$ cat src/rtl/dcm_reset_seq.sv
// DCM reset/lock sequencer: pulses DCM RST, waits for a stable LOCKED, then releases the
// system reset. Runs on CLKIN so it keeps sequencing while the DCM output clock is absent.
module dcm_reset_seq #(
   parameter int unsigned DCM_RST_CYCLES = 3,
   parameter int unsigned LOCK_TIMEOUT   = 65535,
   parameter int unsigned SETTLE_CYCLES  = 256,
   parameter int unsigned CNT_W          = 16
) (
   input  logic       CLKIN,
   input  logic       RST,
   input  logic       LOCKED,
   input  logic       STATUS,
   output logic       DCM_RST,
   output logic       RESET_OUT,
   output logic       READY,
   output logic [3:0] RETRY_COUNT,
   output logic       FAULT
);

   localparam logic [CNT_W-1:0] RstLast     = CNT_W'(DCM_RST_CYCLES - 1);
   localparam logic [CNT_W-1:0] TimeoutLast = CNT_W'(LOCK_TIMEOUT - 1);
   localparam logic [CNT_W-1:0] SettleLast  = CNT_W'(SETTLE_CYCLES - 1);

   typedef enum logic [3:0] {
      StDcmRst   = 4'b0001,
      StWaitLock = 4'b0010,
      StSettle   = 4'b0100,
      StRun      = 4'b1000
   } state_e;

   state_e           state_q, state_d;
   logic [CNT_W-1:0] cnt_q, cnt_d;
   logic [3:0]       retry_q, retry_d;
   logic             fault_q, fault_d;
   logic             lock_meta_q, lock_s_q;
   logic             stat_meta_q, stat_s_q;
   logic             do_retry;

   always_ff @(posedge CLKIN or posedge RST) begin
      if (RST) begin
         state_q     <= StDcmRst;
         cnt_q       <= '0;
         retry_q     <= '0;
         fault_q     <= 1'b0;
         lock_meta_q <= 1'b0;
         lock_s_q    <= 1'b0;
         stat_meta_q <= 1'b0;
         stat_s_q    <= 1'b0;
      end else begin
         state_q     <= state_d;
         cnt_q       <= cnt_d;
         retry_q     <= retry_d;
         fault_q     <= fault_d;
         lock_meta_q <= LOCKED;
         lock_s_q    <= lock_meta_q;
         stat_meta_q <= STATUS;
         stat_s_q    <= stat_meta_q;
      end
   end

   always_comb begin
      state_d  = state_q;
      cnt_d    = cnt_q;
      retry_d  = retry_q;
      fault_d  = fault_q;
      do_retry = 1'b0;
      unique case (state_q)
         StDcmRst: begin
            if (cnt_q == RstLast) begin
               state_d = StWaitLock;
               cnt_d   = '0;
            end else begin
               cnt_d = cnt_q + 1'b1;
            end
         end
         // STATUS is deliberately ignored while waiting for the first lock.
         StWaitLock: begin
            if (lock_s_q) begin
               state_d = StSettle;
               cnt_d   = '0;
            end else if (cnt_q == TimeoutLast) begin
               do_retry = 1'b1;
            end else begin
               cnt_d = cnt_q + 1'b1;
            end
         end
         StSettle: begin
            if (!lock_s_q || stat_s_q) begin
               do_retry = 1'b1;
            end else if (cnt_q == SettleLast) begin
               state_d = StRun;
               cnt_d   = '0;
            end else begin
               cnt_d = cnt_q + 1'b1;
            end
         end
         StRun: begin
            if (!lock_s_q || stat_s_q) do_retry = 1'b1;
         end
         default: begin
            state_d = StDcmRst;
            cnt_d   = '0;
         end
      endcase
      if (do_retry) begin
         state_d = StDcmRst;
         cnt_d   = '0;
         if (retry_q != 4'hF) retry_d = retry_q + 4'd1;
         if (retry_d == 4'hF) fault_d = 1'b1;
      end
   end

   always_comb begin
      DCM_RST     = (state_q == StDcmRst);
      RESET_OUT   = (state_q != StRun);
      READY       = (state_q == StRun);
      RETRY_COUNT = retry_q;
      FAULT       = fault_q;
   end

endmodule
$ cat config.mk
export PLATFORM = sky130hd
export DESIGN_NAME = dcm_reset_seq
export DESIGN_NICKNAME = d
export VERILOG_FILES = /design/src/rtl/dcm_reset_seq.sv
export SDC_FILE = /design/constraint.sdc
export NUM_CORES = 1
export LEC_CHECK = 0
export CORE_UTILIZATION = 60
export DETAILED_ROUTE_END_ITERATION = 10
export MAX_ROUTING_LAYER = met4
export PLACE_DENSITY = 0.82
export RECOVER_POWER = 25
export SYNTH_ARGS = -nofsm -noshare
export SYNTH_HDL_FRONTEND = slang
export SYNTH_SLANG_ARGS = --single-unit
$ cat constraint.sdc
create_clock -name CLKIN -period 5.4 [get_ports CLKIN]
set_input_delay 0.54 -clock CLKIN [delete_from_list [all_inputs] [get_ports CLKIN]]
set_output_delay 0.54 -clock CLKIN [all_outputs]
set_load 0.02 [all_outputs]
* Word-level counts from Yosys, hierarchy flattened
Index checks and enable logic that the tools add are counted.
** Storage, ports and cells
- Memories :: 0
- Memory bits (writable) :: 0
- Output and inout bits :: 8
- Latch bits :: 0
- ROM bits :: 0
- Flip-flop bits (word level) :: 29
** Cells by class
- Add/subtract/negate cells :: 2
- Eq/ne operators :: 16
- $mul :: 0
- Reductions and logical operators :: 6
- Order comparisons :: 0
- Bitwise operators :: 0
- Multiplexer cells :: 19
- Div/mod/pow operators :: 0
- Shift-type cells :: 0
** Operators with widths (count)
- $mux W16 :: 6
- $pmux W16 S4 :: 1
- $mux W4 :: 7
- $add A16 B1 Y16 const B :: 1
- $eq A16 B16 Y1 const B :: 1
- $eq A16 B2 Y1 const B :: 1
- $eq A16 B8 Y1 const B :: 1
- $pmux W4 S4 :: 1
- $ne A4 B4 Y1 const B :: 3
- $ne A3 B3 Y1 const B :: 3
- $eq A4 B4 Y1 const B :: 2
- $reduce_and A5 Y1 :: 1
- $add A4 B1 Y4 const B :: 1
- $eq A4 B1 Y1 const B :: 1
- $eq A4 B2 Y1 const B :: 1
- $eq A4 B3 Y1 const B :: 1
- $mux W1 :: 3
- $ne A3 B1 Y1 const B :: 1
- $reduce_and A3 Y1 :: 1
- $ne A2 B1 Y1 const B :: 1
- $pmux W1 S2 :: 1
- $reduce_and A2 Y1 :: 1
- $reduce_or A2 Y1 :: 1
- $logic_not A1 Y1 :: 1
- $logic_or A1 B1 Y1 :: 1

* Depth between registers and ports, before layout
- Depth after elaboration :: 7
- Gate-level depth with buffers :: 8
- Gate-level depth less buffers :: 7

* Worst setup path after synthesis
OpenSTA, ideal clock, no wires.
- Path type :: register to register
- From :: register state_q[1]
- To :: register cnt_q[9]
- Arrival :: 2372 ps
- Clock period less this slack :: 2490 ps
- Setup slack :: 2910 ps
- Stages on the path, launching flop included :: 7
- Path buffers :: 1
- Path through :: dfrtp_1 > buf_4 > nor4b_1 > a21oi_1 > and3_1 > xnor2_1 > nor2_1
** On the way
- Word-level cells in the longest chain between the ends :: 5
** RTL lines
- start: declaration :: RTL line 31 : state_e state_q, state_d;
- start signal: assignment :: RTL line 41 : state_q <= StDcmRst;
- start signal: assignment :: RTL line 50 : state_q <= state_d;
- $eq A4 B4 Y1 *
- named net READY :: RTL line 15 : output logic READY,
- $reduce_or A2 Y1 (no line)
- $pmux W1 S2 :: RTL line 67 : unique case (state_q)
- $ne A4 B4 Y1 (no line), or another cell as far along
- $reduce_and A3 Y1 (no line)
- end signal: assignment :: RTL line 51 : cnt_q <= cnt_d;
- end: declaration :: RTL line 32 : logic [CNT_W-1:0] cnt_q, cnt_d;
Mark *: on every way through the listed nets, which the timed path passes. The rest lies on a longest branch.
A chain may end at the register's enable or synchronous reset.

* Worst setup path in the final report
- From :: register state_q[1]
- To :: output READY
** On the way
- Word-level cells in the longest chain between the ends :: 1
** RTL lines
- $eq A4 B4 Y1 :: RTL line 116 : READY = (state_q == StRun);
- end: declaration :: RTL line 15
Every way passes these cells.

==> reports/metrics.cfg <==
[logic_synthesis]
synth_edf_count = 0
yosys.area_share.adder_pct = 2.40
synth_top_family_by_area = simple AND/OR/NAND/NOR gates
async_reset_ff_share_pct = 100
ys.flop_type = dfrtp_1
syn_nets = 163
synthMuxAreaShare_pct = 2.08
synth_cell_types = 42
ys_seq_elements = 29
ys_seq_area_share_pct = 46.6
syn_area_per_cell_um2 = 10.0
synth_compound_area_share_pct = 13.5
synth_cells = 156
synth-simple-area-share_pct = 25.3
synth_area_um2 = 1560
synthXorXnorAreaFrac_pct = 7.29
synth-warning-count = 0

[sta]
setup_ws_ns = 2.41
layout_min_cycle_time_ns = 2.99
finalHoldViolCount = 0
worstMarginPinSlew_ns = 1.10
min_period_over_period_pct = 55.4
rsz0062_at_grt = no
fmax_mhz = 334
slew_violations = 0
setup_violations = 0
maxSlewHeadroom_pct = 26.6
tns_ns = 0
hold_slack_ns = 0.364
fin_skew_ns = 0.0143

[global_route]
grt_pass1_vias = 1153
grt_pass1_wl_um = 5190
track_usage_pct = 27.5
overflow = 0
grt_max_degree = 30
antenna_found_initial = 0

[critical_path]
cp-end-kind = output port
worst-path-max-fanout = 9
cpMaxStageDelayCell = nor4b_1
cp.arrival_ns = 2.45
worstReg2RegStart = state_q[1]
critPathLaunchType = flip-flop
crit_required_ns = 4.86
r2r_end = cnt_q[9]
critical_path.max_stage_delay_ns = 0.87
r2r_slack_ns = 2.70
path_class = reg2out
rr_worst_depth = 5
crit_chain = nor4b_1 > clkdlybuf4s50_1

[die]
dieArea_um2 = 2810
initial_utilization_pct = 63.0
rows = 18
io_pins = 12
core_area_um2 = 2480
die_w_um = 53.0
die_h_um = 53.0

[finish]
syn2layout_area_growth_pct = 13.5
stdcell_count = 201
finalNetCount = 177
layout_common_cells = 28 x dfrtp_1, 16 x nor2_1, 10 x nand2_1, 10 x nand4_1
final_common_cell = dfrtp_1
final_layout_size_suffix_gt1_share_pct = 9.94
design_area_um2 = 1770
utilization_pct = 71.5
antenna_cells = 0

[placement]
post-place-cells = 193
placed_cell_area_um2 = 1690
post-dp-hpwl_um = 2220
post-place-ws_ns = 2.74
port_buffers = 11
gp_congestion = 0.919

[clock_tree]
cts_buffers = 5
cts_sinks = 29
clk_latency_ns = 0.34
clkTransAtPathRegs_ns = 0.10
cts_resized = 0
clk_path_buf_depth = 2
hold_buffers = 0
cts_setup_buffers = 0
root_buffer = clkbuf_4
h-tree-depth = 2
cts_tree = done

[route]
totalWireLength_um = 3120
wire_per_inst_um = 15.5
drc = 0
viasPerCell = 6.30
drt_iter0_markers = 44
drt_pre_antenna_iters = 4
ant_nets = 0
num_vias = 1267

[power]
power_density_nw_per_um2 = 409
p_total_mw = 0.724
leakage_nw = 0.764
ir_drop_mv = 0.274

[min_path]
whs_path_depth = 0
holdPathEnd = stat_s_q
worstHoldStart = stat_meta_q
hold_path.class = reg2reg

[run_status]
outcome = finished, final reports clean

[job]
drv_cap = 0

## cells in the mapped netlist (3+ instances only)
cell type,instances,area share (%)
o31ai_1,3,1.4
a21oi_1,4,1.3
dfrtp_1,28,45
nand3_1,6,1.9
a22o_1,3,1.7
nor2_1,16,3.8
ha_1,3,2.4
nor2b_1,4,1.6
xor2_1,8,4.5
xnor2_1,5,2.8
inv_1,6,1.4
nor4b_1,4,2.2
and3_1,5,2.0
o21ai_0,6,1.9
nand4_1,10,4.0
nand2_1,10,2.4
## final cells by class
type	instances	area, µm²
multi-input combinational	117	790
sequential	29	727
fill	196	706
timing repair buffer	11	110
clock buffer	7	55.1
tap	30	37.5
clock inverter	1	30.0
inverter	6	22.5
## layer usage
metal	vias to the layer above	global-route usage, %	part of all wire [%]
li1	600	-	-
met1	628	34.2	47
met3	11	8.91	3.7
met5	-	-	0
met4	0	14.9	2.9
met2	28	39.5	46
## report_power, final
group / internal, mW / total [mW] / switching, mW
clock network: 0.111 / 0.188 / 0.0779
registers: 0.246 / 0.288 / 0.0423
logic: 0.112 / 0.247 / 0.135
## critical path: cells and delay by family (launching register included)
| kind | cells | cell delay, ns |
|---|---|---|
| and+or+nand+nor | 1 | 0.87 |
| buffers and inverters | 1 | 0.76 |
| DFF | 1 | 0.49 |
## sequential cells by signal, indices dropped and copies added, names as in the netlist
| signal | cells |
|---|---|
| lock_meta_q | 1 |
| lock_s_q | 1 |
| stat_s_q | 1 |
| state_q | 4 |
| cnt_q | 16 |
| FAULT | 1 |
| stat_meta_q | 1 |
| RETRY_COUNT | 4 |
## how the worst max path moves through the flow
stage / start / endpoint / depth (start not counted)
floorplan: state_q[1] / cnt_q[9] / 6
global placement: state_q[3] / cnt_q[14] / 5
detailed placement: state_q[1] / cnt_q[9] / 5
CTS: state_q[1] / READY / 2
global route: state_q[1] / READY / 2
finish: state_q[1] / READY / 2
## cell families (layout without fill, tap and decap cells)
logic type | count (synthesis) | in the layout
and+or+nand+nor | 70 | 70
DFF | 29 | 29
AOI/OAI and AO/OA | 28 | 28
xor gates and xnor gates | 13 | 13
buffers and inverters | 10 | 25
adders and majority gates | 3 | 3
muxes | 3 | 3
Power figures use the tool's default switching activity.
